--- src/rtl/uart_tx_pkg.sv ---
// Shared types and constants for the buffered UART transmitter.
// Optional build macro: UART_TX_PARITY_EN adds the PARITY state.
package uart_tx_pkg;

    localparam int DATA_BITS  = 8;
    localparam int PRESCALE_W = 16;

`ifdef UART_TX_PARITY_EN
    typedef enum logic [2:0] {IDLE, START, DATA, PARITY, STOP} tx_state_e;
`else
    typedef enum logic [2:0] {IDLE, START, DATA, STOP} tx_state_e;
`endif

endpackage

--- src/rtl/uart_byte_fifo.sv ---
// Byte FIFO with extra-MSB pointers; full/empty/level are registered.
module uart_byte_fifo #(
    parameter int DEPTH = 16,
    localparam int AW   = $clog2(DEPTH)
) (
    input  logic        clk,
    input  logic        rst_n,
    input  logic        push,
    input  logic [7:0]  wdata,
    input  logic        pop,
    output logic [7:0]  rdata,
    output logic        full,
    output logic        empty,
    output logic [AW:0] level
);

    logic [7:0]  mem [DEPTH];
    logic [AW:0] wptr, rptr, wptr_n, rptr_n, level_n;
    logic        push_ok, pop_ok;

    // Accept/drop decisions use the registered flags from before the edge.
    always_comb begin
        push_ok = push & ~full;
        pop_ok  = pop & ~empty;
        wptr_n  = wptr + (AW+1)'(push_ok);
        rptr_n  = rptr + (AW+1)'(pop_ok);
        level_n = wptr_n - rptr_n;
    end

    assign rdata = mem[rptr[AW-1:0]];

    // Storage array, written only on an accepted push.
    always_ff @(posedge clk) begin
        if (push_ok) mem[wptr[AW-1:0]] <= wdata;
    end

    // Pointers and status flags, all registered from next-state values.
    always_ff @(posedge clk or negedge rst_n) begin
        if (!rst_n) begin
            wptr  <= '0;
            rptr  <= '0;
            level <= '0;
            full  <= 1'b0;
            empty <= 1'b1;
        end else begin
            wptr  <= wptr_n;
            rptr  <= rptr_n;
            level <= level_n;
            full  <= (level_n == (AW+1)'(DEPTH));
            empty <= (level_n == '0);
        end
    end

endmodule

--- src/rtl/uart_tx_fifo.sv ---
// Buffered UART transmitter: byte FIFO feeding an 8-N-1 serialiser.
// Optional build macro: UART_TX_PARITY_EN enables the parity bit.
module uart_tx_fifo
    import uart_tx_pkg::*;
#(
    parameter int FIFO_DEPTH = 16
) (
    input  logic                          HCLK,
    input  logic                          HRESETn,
    input  logic                          en,
    input  logic [PRESCALE_W-1:0]         prescale,
    input  logic [7:0]                    wdata,
    input  logic                          wr,
    input  logic                          ovf_clr,
    input  logic                          parity_en,
    input  logic                          parity_odd,
    output logic                          tx,
    output logic                          full,
    output logic                          empty,
    output logic [$clog2(FIFO_DEPTH):0]   level,
    output logic                          busy,
    output logic                          ovf
);

    tx_state_e             state, state_n;
    logic [PRESCALE_W-1:0] cnt, cnt_n, presc_l, presc_l_n;
    logic [2:0]            idx, idx_n;
    logic [7:0]            sh, sh_n, rdata;
    logic                  tx_n, pop, bit_end, start_frame;

`ifdef UART_TX_PARITY_EN
    logic par_en_l, par_en_l_n, par_bit_l, par_bit_l_n;
`else
    logic unused_parity;
    assign unused_parity = parity_en ^ parity_odd;
`endif

    uart_byte_fifo #(.DEPTH(FIFO_DEPTH)) u_fifo (
        .clk   (HCLK),
        .rst_n (HRESETn),
        .push  (wr),
        .wdata (wdata),
        .pop   (pop),
        .rdata (rdata),
        .full  (full),
        .empty (empty),
        .level (level)
    );

    // Next-state, bit timing and serial data selection.
    always_comb begin
        state_n   = state;
        cnt_n     = cnt;
        presc_l_n = presc_l;
        idx_n     = idx;
        sh_n      = sh;
        tx_n      = tx;
        pop       = 1'b0;
`ifdef UART_TX_PARITY_EN
        par_en_l_n  = par_en_l;
        par_bit_l_n = par_bit_l;
`endif
        bit_end     = (cnt == '0);
        start_frame = en && !empty && (state == IDLE || (state == STOP && bit_end));

        if (state != IDLE && !bit_end) cnt_n = cnt - PRESCALE_W'(1);

        case (state)
            IDLE: tx_n = 1'b1;
            START: begin
                if (bit_end) begin
                    state_n = DATA;
                    tx_n    = sh[0];
                    sh_n    = sh >> 1;
                    idx_n   = '0;
                    cnt_n   = presc_l;
                end
            end
            DATA: begin
                if (bit_end) begin
                    cnt_n = presc_l;
                    if (idx == 3'(DATA_BITS-1)) begin
                        state_n = STOP;
                        tx_n    = 1'b1;
`ifdef UART_TX_PARITY_EN
                        if (par_en_l) begin
                            state_n = PARITY;
                            tx_n    = par_bit_l;
                        end
`endif
                    end else begin
                        idx_n = idx + 3'd1;
                        tx_n  = sh[0];
                        sh_n  = sh >> 1;
                    end
                end
            end
`ifdef UART_TX_PARITY_EN
            PARITY: begin
                if (bit_end) begin
                    state_n = STOP;
                    tx_n    = 1'b1;
                    cnt_n   = presc_l;
                end
            end
`endif
            STOP: begin
                if (bit_end) begin
                    state_n = IDLE;
                    tx_n    = 1'b1;
                end
            end
            default: begin
                state_n = IDLE;
                tx_n    = 1'b1;
            end
        endcase

        // Frame launch is shared by IDLE and the back-to-back STOP exit.
        if (start_frame) begin
            pop       = 1'b1;
            state_n   = START;
            tx_n      = 1'b0;
            sh_n      = rdata;
            presc_l_n = prescale;
            cnt_n     = prescale;
`ifdef UART_TX_PARITY_EN
            par_en_l_n  = parity_en;
            par_bit_l_n = (^rdata) ^ parity_odd;
`endif
        end
    end

    // Serialiser state; tx idles high straight out of reset.
    always_ff @(posedge HCLK or negedge HRESETn) begin
        if (!HRESETn) begin
            state   <= IDLE;
            cnt     <= '0;
            presc_l <= '0;
            idx     <= '0;
            sh      <= '0;
            tx      <= 1'b1;
            busy    <= 1'b0;
`ifdef UART_TX_PARITY_EN
            par_en_l  <= 1'b0;
            par_bit_l <= 1'b0;
`endif
        end else begin
            state   <= state_n;
            cnt     <= cnt_n;
            presc_l <= presc_l_n;
            idx     <= idx_n;
            sh      <= sh_n;
            tx      <= tx_n;
            busy    <= (state_n != IDLE);
`ifdef UART_TX_PARITY_EN
            par_en_l  <= par_en_l_n;
            par_bit_l <= par_bit_l_n;
`endif
        end
    end

    // Sticky overflow on a write into a full FIFO; clear wins.
    always_ff @(posedge HCLK or negedge HRESETn) begin
        if (!HRESETn)     ovf <= 1'b0;
        else if (ovf_clr) ovf <= 1'b0;
        else if (wr && full) ovf <= 1'b1;
    end

endmodule

--- config.mk ---
export PLATFORM = sky130hd
export DESIGN_NAME = uart_tx_fifo
export DESIGN_NICKNAME = d
export VERILOG_FILES = /design/src/rtl/uart_tx_pkg.sv /design/src/rtl/uart_byte_fifo.sv /design/src/rtl/uart_tx_fifo.sv
export SDC_FILE = /design/constraint.sdc
export NUM_CORES = 1
export LEC_CHECK = 0
export CORE_ASPECT_RATIO = 0.6
export CORE_MARGIN = 2
export CORE_UTILIZATION = 50
export CTS_CLUSTER_DIAMETER = 40
export DETAILED_ROUTE_END_ITERATION = 10
export PLACE_DENSITY = 0.7
export SETUP_SLACK_MARGIN = 0.05
export SLEW_MARGIN = 25
export SYNTH_ARGS = -nofsm -noshare
export SYNTH_HDL_FRONTEND = slang
export SYNTH_HIERARCHICAL = 1
export SYNTH_SLANG_ARGS = --single-unit
--- constraint.sdc ---
create_clock -name HCLK -period 9.35 [get_ports HCLK]
set_input_delay 1.4025 -clock HCLK [delete_from_list [all_inputs] [get_ports HCLK]]
set_output_delay 1.4025 -clock HCLK [all_outputs]
set_load 0.02 [all_outputs]
==> results.sh, run 1 <==
export IMPL_placementRows=36
export IMPL_n_fill_cell=1235
export IMPL_post_synth_top_area_cell="edfxtp_1"
export IMPL_dpl_cell_count=814
export IMPL_cp_data_arrival_time_ps=5000
export IMPL_viasPerCell=5.92
export IMPL_max_slew_margin_rel_pct=31.7
export IMPL_detailed_place_area_mm2=0.00889
export IMPL_net_switching_power_uw=881
export IMPL_grt_util_met2_pct=28.1
export IMPL_timing_critical_path_slowest_cell_delay_ps=560
export IMPL_synth_seq_cells=194
export IMPL_cts_root_to_sink_buffers=2
export IMPL_intPower_uw=1840
export IMPL_drc_errors=0
export IMPL_cts_post_setup_buffers_inserted=0
export IMPL_design_final_nets=649
export IMPL_final_max_slew_violation_count=0
export IMPL_clk_latency_ps=430
export IMPL_cts_tree="built"
export IMPL_number_of_instances_in_the_synthesized_netlist=566
export IMPL_synthesis_area_per_instance_um2=14.7
export IMPL_clock_sink_count=194
export IMPL_max_h_tree_level=4
export IMPL_synth_nets=610
export IMPL_num_antenna_cells=0
export IMPL_core_mm2=0.0163
export IMPL_die_span_y_um=104
export IMPL_ys_async_sr_fraction_pct=34.0
export IMPL_vias_in_the_first_global_route=4887
export IMPL_post_dp_hpwl_um=11600
export IMPL_place_gp_congestion=0.929
export IMPL_grt_start_max_net_pins=67
export IMPL_netlist_area_leader_share_pct=46.2
export IMPL_worstHoldPathType="register to register"
export IMPL_input_output_buffers=38
export IMPL_final_cycle_share_pct=50.0
export IMPL_groute_layer_met1_usage_pct=34.8
export IMPL_ys_flop_type="edfxtp_1"
export IMPL_critical_path_n_buffers_inverters=3
export IMPL_finClkSkew_ps=15.4
export IMPL_cts_inserted_buffers=17
export IMPL_synthMostInstantiatedCell="edfxtp_1"
export IMPL_maxCapViolCount=0
export IMPL_grt_pass1_wl_um=27400
export IMPL_worst_ep_required_time_ps=9680
export IMPL_cp_cell_sequence="inv_1 -> ha_1 -> nor4b_1 -> nand4_2 -> a21o_1 -> inv_2 -> nor2b_1 -> ha_1 -> ha_1 -> inv_1 -> fa_1 -> a21o_1 -> a21oi_1 -> xor3_2 -> nor4_1"
export IMPL_combPwrFrac_pct=30.1
export IMPL_critical_path_max_fanout=36
export IMPL_boundaryPins=41
export IMPL_routed_via_count=5011
export IMPL_global_route_peak_usage_layer="met1"
export IMPL_hold_ws_ps=476
export IMPL_track_usage_pct=20.9
export IMPL_totalWireLength_um=17200
export IMPL_drt_pass1_iterations=7
export IMPL_ir_drop_mv=0.226
export IMPL_final_instance_count_excl_fill=846
export IMPL_setup_worst_path_class="register to register"
export IMPL_design_area_mm2=0.00948
export IMPL_seq_area_mm2=0.00550
export IMPL_endpoint_kind="register"
export IMPL_congestion_overflow_gr=0
export IMPL_netlist_top_cells_count="edfxtp_1 (128), nand2_1 (79), dfrtp_1 (64), mux4_2 (32), nor2_1 (28)"
export IMPL_routedWlPerCell_um=20.3
export IMPL_worstMarginPinSlew_ps=1020
export IMPL_time_the_worst_path_needs_with_i_o_delays_and_setup_ps=4680
export IMPL_synth_seq_area_share_pct=66.1
export IMPL_sequentialPowerShare_pct=43.7
export IMPL_hold_viol=0
export IMPL_run_status="complete, no violations"
export IMPL_floorplan_die_area_mm2=0.0177
export IMPL_synth_edf_count=128
export IMPL_final_antenna_net_count=0
export IMPL_clk_pin_slew_ps=70
export IMPL_ctsHoldBuffers=0
export IMPL_synth_cell_area_mm2=0.00832
export IMPL_final_setup_tns_ps=0
export IMPL_rsz0062_at_grt="no"
export IMPL_achievable_freq_mhz=214
export IMPL_critPathLaunchType="register"
export IMPL_critical_path_top_cell_by_count="ha_1"
export IMPL_static_leakage_power_uw=0.00351
export IMPL_footprint_of_the_multi_input_gates_mm2=0.00263
export IMPL_synth_area_top_cells="edfxtp_1 (46%), dfrtp_1 (19%), mux4_2 (8.7%)"
export IMPL_cts_root_buffer="clkbuf_16"
export IMPL_starting_density_pct=51.1
export IMPL_cts_resized_gates=0
export IMPL_antenna_found_initial=0
export IMPL_clockPowerShare_pct=26.2
export IMPL_global_route_usage_met3_pct=3.54
export IMPL_area_delta_synth_final_pct=13.9
export IMPL_yosys_warnings=6
export IMPL_yosysUniqueCellTypes=70
export IMPL_post_route_cells_drive_above_1_share_pct=15.9
export IMPL_chipWidth_um=170
export IMPL_crit_path_top_delay_cell="nor4b_1"
export IMPL_power_density_cell_area_mw_per_mm2=288
export IMPL_sw_frac_of_total_pct=32.3
export IMPL_setup_viol=0
export IMPL_drt_iter0_drc=603
export IMPL_critPathTopFamily="simple AND/OR/NAND/NOR gates"
-- metrics by stage --
stage                     util [%]  total power [uW]  worst slack (ps)
after global routing          58.3              2870              4360
after floorplan                  -              1790              5340
final                         58.3              2730              4670
after global placement        54.7              1990              4610
after CTS                     58.3              2740              4770
after detailed placement      54.7              2020              4530
-- cell type report --
type                       count  share of cell area [%]
timing repair buffer          46                    4.60
clock inverter                14                    1.61
multi-input combinational    335                    27.8
inverter                      11                   0.436
sequential                   194                    58.0
tap                          228                    3.01
clock buffer                  18                    4.53
-- layout by cell type, fill, tap and decap left out, types with 3 or more instances in the layout --
cell type          n
xor2_1             3
o21ai_0           23
ha_1              12
clkbuf_16         17
a21o_1             3
dfrtp_1           63
nand2b_1           5
edfxtp_1         128
nand2_1           79
inv_1             10
a31oi_1            5
nor4_1             9
mux2i_1            9
xnor2_1            8
nand3_1           11
nor2b_1            3
nor2_1            28
buf_4              8
or4_4              3
clkdlybuf4s50_1   37
a211oi_1           3
clkinv_4           3
a21oi_1            9
nor3_1            12
inv_6              4
mux4_2            32
o21ai_1            6
or2_2              3
or3_1              3
a22oi_1           16
-- state kept, by name, summed over array words and instances (netlist names) --
signal	count
presc_l	16
busy	1
ovf	1
u_fifo/rptr	5
idx	3
u_fifo/mem	128
sh	8
u_fifo/wptr	5
tx	1
state	3
u_fifo/full	1
u_fifo/level	5
u_fifo/empty	1
cnt	16
-- cell families (layout without fill, tap and decap cells) --
kind of cell               Yosys count  after routing  share of synthesized area, %
AOI/OAI and AO/OA                   85             85                          6.70
xor gates and xnor gates            14             14                          1.85
adders and majority gates           13             13                          2.05
buffers and inverters               37             89                          2.23
DFF                                194            194                          66.1
muxes                               41             41                          9.75
other                                1              1                        0.0451
and+or+nand+nor                    181            181                          11.3
-- metal layers --
layer | part of all wire, % | vias up
met5 | 0 | -
met4 | 1.2 | 0
met3 | 8.4 | 18
met2 | 42 | 219
met1 | 48 | 2541
li1 | - | 2233
-- tightest hold or removal path, cell delays in order, from the launching register on --
cell     delay, ps
dfrtp_1        340
nand2_1         50
nand2_1         60
-- path summary, 6_finish.rpt --
kind                                  from              to  slack [ps]  cells past startpoint
worst min-delay path            presc_l[2]      presc_l[2]         480                      2
max in group asynchronous          HRESETn  u_fifo/rptr[0]        7580                      2
worst min register to register  presc_l[2]      presc_l[2]         480                      2
worst max register to register      cnt[0]    u_fifo/empty        4670                     15
worst max-delay path                cnt[0]    u_fifo/empty        4670                     15
min in group asynchronous          HRESETn     presc_l[12]        1140                      2
-- power by group through the flow --
stage                     Combinational, uW  Clock (uW)  Sequential (uW)
after global placement                  797           0             1190
final                                   820         714             1190
after global routing                    901         763             1210
after detailed placement                817           0             1200
after CTS                               823         728             1190
after floorplan                         608           0             1180
Power figures use the tool's default switching activity.
==> run 2, diff against run 1 <==
==> constraint.sdc (replaced) <==
create_clock -name HCLK -period 4.7 [get_ports HCLK]
set_input_delay 0.705 -clock HCLK [delete_from_list [all_inputs] [get_ports HCLK]]
set_output_delay 0.705 -clock HCLK [all_outputs]
set_load 0.02 [all_outputs]
==> run 2 against run 1 <==
  * Combinational power rose by 100%
  * Hold slack got worse by 300 ps
  * Final area rose by 0.36%
  * Routed wire length rose by 1.4%
  * Register-to-register slack got worse by 4000 ps
  * Sequential share of layout area fell by 0.21 points
  * Via count fell by 0.60%
  * First-iteration DRC count fell by 6.3%
==> results.sh, run 2 (same netlist as run 1, synthesis figures left out) <==
export IMPL_core_mm2=0.0163
export IMPL_setup_worst_path_class="register to register"
export IMPL_sw_frac_of_total_pct=33.6
export IMPL_cp_cell_sequence="inv_1 -> ha_1 -> nor4b_1 -> nand4_2 -> a21o_1 -> inv_2 -> nor2b_1 -> ha_1 -> ha_1 -> inv_1 -> fa_1 -> a21o_1 -> a21oi_1 -> xor3_2 -> nor4_1"
export IMPL_cts_resized_gates=0
export IMPL_routedWlPerCell_um=20.6
export IMPL_critPathLaunchType="register"
export IMPL_final_instance_count_excl_fill=847
export IMPL_crit_path_top_delay_cell="nor4b_1"
export IMPL_clk_latency_ps=440
export IMPL_finClkSkew_ps=10.6
export IMPL_net_switching_power_uw=1840
export IMPL_ir_drop_mv=0.437
export IMPL_power_density_cell_area_mw_per_mm2=577
export IMPL_critical_path_cell_count=15
export IMPL_post_place_ws_ps=737
export IMPL_rr_endpoint="u_fifo/empty"
export IMPL_final_antenna_net_count=0
export IMPL_cts_tree="built"
export IMPL_vias_in_the_first_global_route=4793
export IMPL_setup_ws_ps=656
export IMPL_starting_density_pct=51.1
export IMPL_track_usage_pct=21.2
export IMPL_num_antenna_cells=0
export IMPL_ctsHoldBuffers=0
export IMPL_cts_post_setup_buffers_inserted=0
export IMPL_post_dp_hpwl_um=11500
export IMPL_post_route_cells_drive_above_1_share_pct=16.5
export IMPL_setup_viol=0
export IMPL_setup_reg_to_reg_worst_slack_ps=660
export IMPL_max_slew_margin_rel_pct=32.7
export IMPL_final_cycle_share_pct=86.0
export IMPL_final_max_slew_violation_count=0
export IMPL_drt_iter0_drc=565
export IMPL_antenna_found_initial=0
export IMPL_critical_path_max_fanout=9
export IMPL_achievable_freq_mhz=247
export IMPL_routed_via_count=4981
export IMPL_critical_path_endpoint="u_fifo/empty"
export IMPL_clockPowerShare_pct=26.9
export IMPL_run_status="complete, no violations"
export IMPL_largest_reg_flops=128
export IMPL_endpoint_kind="register"
export IMPL_n_fill_cell=1231
export IMPL_cts_root_to_sink_buffers=2
export IMPL_cp_data_arrival_time_ps=4390
export IMPL_placementRows=36
export IMPL_timing_critical_path_slowest_cell_delay_ps=520
export IMPL_boundaryPins=41
export IMPL_design_final_nets=650
export IMPL_worstHoldPathType="primary input to async pin"
export IMPL_final_util_pct=58.5
export IMPL_final_common_cell="edfxtp_1"
export IMPL_input_output_buffers=38
export IMPL_worst_ep_required_time_ps=5040
export IMPL_place_gp_congestion=0.915
export IMPL_clk_pin_slew_ps=80
export IMPL_critPathTopFamily="simple AND/OR/NAND/NOR gates"
export IMPL_sequentialPowerShare_pct=43.2
export IMPL_critical_path_top_cell_by_count="ha_1"
export IMPL_chipWidth_um=170
export IMPL_drt_pass1_iterations=5
export IMPL_critical_path_n_buffers_inverters=3
export IMPL_clock_sink_count=194
export IMPL_static_leakage_power_uw=0.00353
export IMPL_cts_inserted_buffers=17
export IMPL_floorplan_die_area_mm2=0.0177
export IMPL_combPwrFrac_pct=29.9
export IMPL_worst_setup_path_startpoint="cnt[0]"
export IMPL_max_h_tree_level=4
export IMPL_rsz0062_at_grt="no"
export IMPL_most_common_layout_cells="edfxtp_1 (128), nand2_1 (79), dfrtp_1 (63), clkdlybuf4s50_1 (37), mux4_2 (32)"
export IMPL_grt_start_max_net_pins=50
export IMPL_drc_errors=0
export IMPL_dpl_cell_count=815
export IMPL_die_span_y_um=104
export IMPL_footprint_of_the_multi_input_gates_mm2=0.00263
export IMPL_totalWireLength_um=17400
export IMPL_hold_viol=0
export IMPL_maxCapViolCount=0
export IMPL_worstMarginPinSlew_ps=1010
export IMPL_viasPerCell=5.88
export IMPL_intPower_uw=3650
export IMPL_area_delta_synth_final_pct=14.4
export IMPL_seq_area_mm2=0.00550
export IMPL_time_the_worst_path_needs_with_i_o_delays_and_setup_ps=4040
export IMPL_congestion_overflow_gr=0
export IMPL_rr_startpoint="cnt[0]"
export IMPL_cts_root_buffer="clkbuf_16"
export IMPL_grt_pass1_wl_um=27600
export IMPL_worstRegToRegCells=15
export IMPL_final_setup_tns_ps=0
[run 2: cell types whose count changed in the layout (fill, tap and decap cells not counted), moves of 2 or more]
cell / delta
clkinv_8: +2
inv_6: -3
clkinv_1: -2
inv_8: +6
[run 2: metal layers]
layer / GRT usage (%) / share of wire (%)
met1: 34.4 / 49
met4: 6.53 / 1.3
met3: 4.15 / 7.1
met2: 28.7 / 43
met5: 0 / 0
[run 2: worst min path at each step]
stage / to / from / cells past startpoint
2_1_floorplan: busy / HRESETn / 0
3_3_place_gp: presc_l[8] / presc_l[8] / 2
3_5_place_dp: presc_l[15] / presc_l[15] / 2
4_1_cts: presc_l[12] / HRESETn / 1
5_1_grt: presc_l[12] / HRESETn / 1
6_report: presc_l[12] / HRESETn / 1
[run 2: worst reg2reg max path: stages, from the launching register on]
cell and delay [ps]:
dfrtp_1 400, inv_1 140, ha_1 240, nor4b_1 520
nand4_2 370, a21o_1 290, inv_2 60, nor2b_1 130
ha_1 180, ha_1 140, inv_1 80, fa_1 460
a21o_1 200, a21oi_1 160, xor3_2 300, nor4_1 290
[run 2: power groups by stage]
stage               combinational (uW)  sequential, uW  clock, uW
global placement                  1590            2370          0
floorplan                         1210            2340          0
CTS                               1650            2360       1500
detailed placement                1630            2390          0
global route                      1800            2410       1570
finish                            1640            2370       1480
[run 2: cell type report]
class,instances,share of cell area [%]
flip-flops and latches,194,57.8
multi-input cells,335,27.7
repair buffers,47,4.66
clock buffers,17,4.47
well taps,228,3.00
clock inverters,15,1.92
inverters,11,0.434
[run 2: per-stage QoR]
step | power [uW] | hold WS (ps) | instance area [um^2]
floorplan | 3550 | 409 | 8320
global placement | 3960 | 452 | 8900
detailed placement | 4030 | 462 | 8900
CTS | 5510 | 176 | 9510
global route | 5770 | 195 | 9510
finish | 5490 | 175 | 9510
